===== config.mk =====
export PLATFORM = sky130hd
export DESIGN_NAME = reveal_engine
export DESIGN_NICKNAME = d
export VERILOG_FILES = /design/src/rtl/reveal_engine.sv
export SDC_FILE = /design/constraint.sdc
export NUM_CORES = 2
export LEC_CHECK = 0
export ABC_AREA = 1
export BUFFER_PORTS_ARGS = -buffer_cell sky130_fd_sc_hd__buf_2
export CAP_MARGIN = 20
export CELL_PAD_IN_SITES_DETAIL_PLACEMENT = 0
export CELL_PAD_IN_SITES_GLOBAL_PLACEMENT = 1
export CORE_UTILIZATION = 30
export CTS_CLUSTER_DIAMETER = 150
export CTS_CLUSTER_SIZE = 20
export DETAILED_ROUTE_END_ITERATION = 8
export PLACE_DENSITY_LB_ADDON = 0.1
export SLEW_MARGIN = 15
export SYNTH_ARGS = -nofsm -noshare
export SYNTH_HDL_FRONTEND = slang
export SYNTH_SLANG_ARGS = --single-unit

===== constraint.sdc =====
create_clock -name clk -period 12.34 [get_ports clk]
set_input_delay 2.468 -clock clk [delete_from_list [all_inputs] [get_ports clk]]
set_output_delay 2.468 -clock clk [all_outputs]
set_load 0.01 [all_outputs]

===== src/rtl/reveal_engine.sv =====
// Minesweeper reveal engine: queries the board one cell at a time. Zero-count regions
// are flood-filled through a FIFO of pending cells. The engine keeps the revealed bitmap.
module reveal_engine #(
    parameter int X_SIZE       = 16,
    parameter int Y_SIZE       = 16,
    parameter int X_COORD_BITS = 4,
    parameter int Y_COORD_BITS = 4
) (
    input  logic                               clk,
    input  logic                               reset,
    input  logic                               start,
    input  logic                               clear,
    input  logic [X_COORD_BITS-1:0]            sel_x,
    input  logic [Y_COORD_BITS-1:0]            sel_y,
    input  logic                               is_init,
    input  logic [4:0]                         cell_val,
    output logic [X_COORD_BITS-1:0]            x_coord,
    output logic [Y_COORD_BITS-1:0]            y_coord,
    input  logic [X_COORD_BITS-1:0]            rev_x,
    input  logic [Y_COORD_BITS-1:0]            rev_y,
    output logic                               rev_bit,
    output logic                               busy,
    output logic                               done,
    output logic                               hit_mine,
    output logic [X_COORD_BITS+Y_COORD_BITS:0] revealed_count,
    output logic [2:0]                         dbg_state
);

    localparam int XB    = X_COORD_BITS;
    localparam int YB    = Y_COORD_BITS;
    localparam int CELLS = X_SIZE * Y_SIZE;
    localparam int IW    = XB + YB;
    localparam int QW    = $clog2(CELLS);
    localparam int CW    = IW + 1;

    typedef enum logic [2:0] {
        S_IDLE  = 3'd0,
        S_FETCH = 3'd1,
        S_EVAL  = 3'd2,
        S_NBR   = 3'd3,
        S_DONE  = 3'd4
    } state_t;

    state_t             state_q;
    logic [XB-1:0]      x_q;
    logic [YB-1:0]      y_q;
    logic [CELLS-1:0]   revealed_q;
    logic [CW-1:0]      count_q;
    logic               hit_q;
    logic               done_q;
    logic [QW-1:0]      head_q;
    logic [QW-1:0]      tail_q;
    logic [QW:0]        qcnt_q;
    logic [2:0]         nbr_q;
    logic [IW-1:0]      q_mem [CELLS];

    function automatic logic [IW-1:0] lin(input logic [XB-1:0] x, input logic [YB-1:0] y);
        return IW'(y) * IW'(X_SIZE) + IW'(x);
    endfunction

    function automatic logic [QW-1:0] ptr_inc(input logic [QW-1:0] p);
        return (p == QW'(CELLS - 1)) ? '0 : p + QW'(1);
    endfunction

    // start is a one-cycle request with no ready: it is taken only in IDLE with the
    // board initialised and no mine hit; otherwise it is dropped and produces no done.
    logic start_ok;
    logic sel_seen;
    assign start_ok = start && (state_q == S_IDLE) && is_init && !hit_q;
    assign sel_seen = revealed_q[lin(sel_x, sel_y)];

    logic          xm, xp, ym, yp;
    logic          nbr_ok;
    logic [XB-1:0] nbr_x;
    logic [YB-1:0] nbr_y;

    // Neighbour order NW,N,NE,W,E,SW,S,SE; edges are clipped, never wrapped.
    always_comb begin
        xm = 1'b0; xp = 1'b0; ym = 1'b0; yp = 1'b0;
        case (nbr_q)
            3'd0:    begin xm = 1'b1; ym = 1'b1; end
            3'd1:    ym = 1'b1;
            3'd2:    begin xp = 1'b1; ym = 1'b1; end
            3'd3:    xm = 1'b1;
            3'd4:    xp = 1'b1;
            3'd5:    begin xm = 1'b1; yp = 1'b1; end
            3'd6:    yp = 1'b1;
            default: begin xp = 1'b1; yp = 1'b1; end
        endcase
        nbr_ok = !(xm && x_q == '0) && !(xp && x_q == XB'(X_SIZE - 1)) &&
                 !(ym && y_q == '0) && !(yp && y_q == YB'(Y_SIZE - 1));
        nbr_x  = xm ? x_q - XB'(1) : (xp ? x_q + XB'(1) : x_q);
        nbr_y  = ym ? y_q - YB'(1) : (yp ? y_q + YB'(1) : y_q);
    end

    logic          enq_en;
    logic [XB-1:0] enq_x;
    logic [YB-1:0] enq_y;
    logic [IW-1:0] enq_lin;

    always_comb begin
        enq_en = 1'b0;
        enq_x  = sel_x;
        enq_y  = sel_y;
        if (state_q == S_IDLE) begin
            enq_en = start_ok && !sel_seen;
        end else if (state_q == S_NBR) begin
            enq_x  = nbr_x;
            enq_y  = nbr_y;
            enq_en = nbr_ok && !revealed_q[lin(nbr_x, nbr_y)];
        end
        enq_lin = lin(enq_x, enq_y);
    end

    always_ff @(posedge clk) begin
        if (enq_en) q_mem[tail_q] <= {enq_y, enq_x};
    end

    always_ff @(posedge clk or posedge reset) begin
        if (reset) begin
            state_q    <= S_IDLE;
            x_q        <= '0;
            y_q        <= '0;
            revealed_q <= '0;
            count_q    <= '0;
            hit_q      <= 1'b0;
            done_q     <= 1'b0;
            head_q     <= '0;
            tail_q     <= '0;
            qcnt_q     <= '0;
            nbr_q      <= '0;
        end else if (clear) begin
            state_q    <= S_IDLE;
            revealed_q <= '0;
            count_q    <= '0;
            hit_q      <= 1'b0;
            done_q     <= 1'b0;
            head_q     <= '0;
            tail_q     <= '0;
            qcnt_q     <= '0;
            nbr_q      <= '0;
        end else begin
            done_q <= (state_q == S_DONE);
            case (state_q)
                S_IDLE: begin
                    if (start_ok) begin
                        if (enq_en) begin
                            revealed_q[enq_lin] <= 1'b1;
                            count_q             <= count_q + CW'(1);
                            tail_q              <= ptr_inc(tail_q);
                            qcnt_q              <= qcnt_q + (QW+1)'(1);
                            state_q             <= S_FETCH;
                        end else begin
                            state_q <= S_DONE;
                        end
                    end
                end
                S_FETCH: begin
                    {y_q, x_q} <= q_mem[head_q];
                    head_q     <= ptr_inc(head_q);
                    qcnt_q     <= qcnt_q - (QW+1)'(1);
                    state_q    <= S_EVAL;
                end
                S_EVAL: begin
                    if (cell_val[4]) begin
                        hit_q   <= 1'b1;
                        head_q  <= tail_q;
                        qcnt_q  <= '0;
                        state_q <= S_DONE;
                    end else if (cell_val[3:0] != 4'd0) begin
                        state_q <= (qcnt_q == '0) ? S_DONE : S_FETCH;
                    end else begin
                        nbr_q   <= '0;
                        state_q <= S_NBR;
                    end
                end
                S_NBR: begin
                    if (enq_en) begin
                        revealed_q[enq_lin] <= 1'b1;
                        count_q             <= count_q + CW'(1);
                        tail_q              <= ptr_inc(tail_q);
                        qcnt_q              <= qcnt_q + (QW+1)'(1);
                    end
                    nbr_q <= nbr_q + 3'd1;
                    if (nbr_q == 3'd7) begin
                        state_q <= (qcnt_q == '0 && !enq_en) ? S_DONE : S_FETCH;
                    end
                end
                S_DONE:  state_q <= S_IDLE;
                default: state_q <= S_IDLE;
            endcase
        end
    end

    assign x_coord        = x_q;
    assign y_coord        = y_q;
    assign rev_bit        = revealed_q[lin(rev_x, rev_y)];
    assign busy           = (state_q != S_IDLE);
    assign done           = done_q;
    assign hit_mine       = hit_q;
    assign revealed_count = count_q;
    assign dbg_state      = state_q;

endmodule


==> summary.txt <==
row cnt - 213
post-CTS setup buffers - 0
via count - 73560
Initial Util - 0.3017
Cells after DPL - 13290
combinational power share - 0.136
# H-tree levels - 4
pwr/cell area - 142.8 nW/µm²
post-cts resize count - 0
port buffer count - 49
Initial DRC Count - 7877
post-route setup slack - 3.664 ns
Die X-Extent - 584.1 µm
cell count after synthesis - 9300
Post-Route WL - 394600 µm
Slew Viols, Final - 0
Async S/R FF share, synth - 0.1300
Synth Flop Type - edfxtp_1
register-to-register setup slack - 5.43 ns
Top cell by count, worst path - nor2_1
Slew @ Worst Pin - 1.205 ns
CTS clk-pin slew, worst paths - 0.08 ns
Tightest Hold Check Type - register to register
Period minus WS final - 8.676 ns
Synth Warn # - 0
Seq/Total Area, Yosys - 0.6804
Req. time, crit path - 9.87 ns
Finished Layout Cells - 13480
mux cell area share after synthesis - 0
CTS tree - built
Leak - 35.67 nW
power share of the clock group - 0.310
Final setup viols - 0
Final Wtd Congestion - 0.8067
cell at the slowest stage of the critical path - inv_2
syn_nets - 9352
RSZ-0062 raised after global routing - no
Cell Chain, Critical Path - buf_6 > inv_2 > buf_4 > nor2_1 > o21ai_0 > nor2_1 > o22ai_1 > o21ai_0 > o22ai_1 > nor2_1 > o32ai_1 > buf_2
fin crit share - 0.7031
Sw Pwr - 4.505 mW
clk root buf - clkbuf_16
CTS buffer count - 140
startpoint types - input pin
core footprint - 336900 µm²
Setup TNS - 0 ns
WP data arrival - 6.21 ns
I/O pin count - 50
Post-Synth Adder-Cell Area - 0.003275
Routed Antenna Nets - 0
synthesized area per cell - 10.93 µm²
first-pass GRT wire length - 558800 µm
# DRC - 0
DPL Wire Length - 228500 µm
Reg2Reg Depth - 24
CTS Sinks - 2354
post-synth cell types - 53
worst reg2reg endpoint - q_mem[44][4]
Skew-Pair Late Insertion Delay - 0.89 ns
slew margin rel. - 0.1966
Clock Tree Buf Depth - 4
layout cells sized above 1 - 0.04781
die area - 341100 µm²
Layout Nets - 8973
Post-Syn Area - 101600 µm²
first-pass iteration count of the detailed router - 6
max-cap viol count - 0
area grow syn2layout - 8.133%
average wire per standard cell - 29.28 µm
CP peak stage delay - 0.81 ns
status - completed
R2R Path Start - nbr_q[0]
Int Pwr - 11.19 mW
vias per std cell - 5.459
Worst setup EP type - primary output
Synth Register Bits - 2354
Compound-Gate Fraction of Synth Area - 0.1586
skew final - 0.09074 ns
total track usage - 0.2258
commonest cells after routing, fill and taps aside - 2048 x edfxtp_1, 1690 x nor2_1, 1346 x o21ai_0
sw frac - 0.2870
gr ovfl total - 0
worst hold path depth - 2
pin count of the biggest net entering global routing - 177
fillers - 34170
vias in the first global route - 71860
Crit Path Category - input pin to primary output
Setup Slack @ Placement - 3.624 ns
commonest non-fill, non-tap cell in the layout - edfxtp_1
Max FO, Critical Path - 59
Worst Min Path Start - revealed_count[8]
Hold Path End - revealed_count[8]
Power Total - 15.70 mW
Peak supply drop - 0.1287 mV
Final Hold Vio Count - 0
# hold bufs at CTS - 0
Seq pwr share - 0.555
initial antenna violation count - 16
Hold Slack - 0.5170 ns
largest family of logic cells by synthesized area - compound AO/OA/AOI/OAI gates
Max Fclk - 0.1153 GHz
simple-gate portion of the synthesized area - 0.1173
die height - 584.1 µm
EDFF count, synth - 2048
XOR/XNOR Fraction of Synth Area - 0.001108
-- cell type report --
class | count | area [µm²] | share of cell area
clock buffer | 168 | 3672 | 0.03341
multi-input combinational | 5959 | 28640 | 0.2606
sequential | 2354 | 69180 | 0.6294
inverter | 270 | 1100 | 0.01001
antenna | 7 | 17.52 | 0.0001594
clock inverter | 6 | 77.57 | 0.0007059
timing repair buffer | 196 | 1572 | 0.01430
tap | 4515 | 5649 | 0.05140
-- per-stage QoR --
stage               cell area [µm²]  utilization
floorplan                    101600            -
global placement             106000       0.3147
detailed placement           106100       0.3149
CTS                          109800       0.3261
global route                 109900       0.3262
finish                       109900       0.3263
-- kinds of logic after synthesis --
family | count (synthesis)
XOR/XNOR | 12
adder cells (fa/ha/maj) | 26
AO/OA/AOI/OAI | 2903
AND/OR/NAND/NOR | 3018
flip-flops | 2354
buffers and inverters | 987
-- metal layers --
metal  vias to the layer above  GRT usage  routed length, µm  part of all wire
met2                      2436     0.3609             181600              0.46
li1                      32730          -                  -                 -
met5                         -          0                 22          0.000056
met1                     38050     0.3310             184200              0.47
met3                       337    0.02639              21860             0.055
met4                         4    0.04089               6952             0.018
-- registers in the layout, summed over array words and instances, names as in the netlist --
| register | flops |
|---|---|
| dbg_state | 3 |
| done | 1 |
| head_q | 8 |
| hit_mine | 1 |
| nbr_q | 3 |
| q_mem | 2048 |
| qcnt_q | 9 |
| revealed_count | 9 |
| revealed_q | 256 |
| tail_q | 8 |
| x_coord | 4 |
| y_coord | 4 |
-- worst max-delay path: cells and delay by family --
family                 cells  cell delay, ns
buffers and inverters      4            1.81
AOI/OAI and AO/OA          5            1.62
and+or+nand+nor            3            0.22
-- synth_stat cells (2+ instances only) --
| cell type | instances | area share |
|---|---|---|
| a21oi_1 | 807 | 0.040 |
| a221oi_1 | 23 | 0.0020 |
| a22oi_1 | 2 | 0.00015 |
| a31oi_1 | 5 | 0.00031 |
| a32oi_1 | 2 | 0.00017 |
| buf_1 | 31 | 0.0011 |
| buf_2 | 54 | 0.0027 |
| buf_4 | 33 | 0.0024 |
| buf_6 | 12 | 0.0013 |
| clkbuf_1 | 587 | 0.022 |
| clkinv_1 | 7 | 0.00026 |
| dfrtp_1 | 306 | 0.075 |
| edfxtp_1 | 2048 | 0.61 |
| ha_1 | 25 | 0.0031 |
| inv_1 | 258 | 0.0095 |
| inv_2 | 5 | 0.00018 |
| nand2_1 | 965 | 0.036 |
| nand2_2 | 10 | 0.00062 |
| nand3_1 | 283 | 0.014 |
| nand3_2 | 5 | 0.00049 |
| nand4_1 | 19 | 0.0012 |
| nand4_2 | 4 | 0.00049 |
| nor2_1 | 1692 | 0.062 |
| nor3_1 | 25 | 0.0012 |
| nor4_1 | 2 | 0.00012 |
| o211ai_1 | 16 | 0.0012 |
| o21ai_0 | 1348 | 0.066 |
| o21ai_1 | 28 | 0.0014 |
| o221ai_1 | 202 | 0.017 |
| o22ai_1 | 428 | 0.026 |
| o311ai_0 | 3 | 0.00026 |
| o31ai_1 | 4 | 0.00030 |
| o32ai_1 | 27 | 0.0023 |
| o41ai_1 | 2 | 0.00017 |
| or2_2 | 5 | 0.00031 |
| xor2_1 | 10 | 0.00086 |
-- how the worst max path moves through the flow --
stage	startpoint	end	slack (ns)	cells past startpoint
2_1_floorplan	reset	dbg_state[0]	1.41	1
3_3_place_gp	rev_x[0]	rev_bit	3.61	12
3_5_place_dp	rev_x[0]	rev_bit	3.62	12
4_1_cts	rev_x[0]	rev_bit	3.61	12
5_1_grt	rev_x[0]	rev_bit	3.52	12
6_report	rev_x[0]	rev_bit	3.66	12
-- power by group through the flow --
stage          Combinational, mW  Sequential, mW  Clock, mW
6_report                    2.13            8.71       4.86
5_1_grt                     2.27            8.71       5.22
4_1_cts                     2.15            8.71       5.01
3_5_place_dp                2.14            8.89          0
3_3_place_gp                2.16            8.89          0
2_1_floorplan               1.14            8.90          0
(Power assumes the default switching activity.)
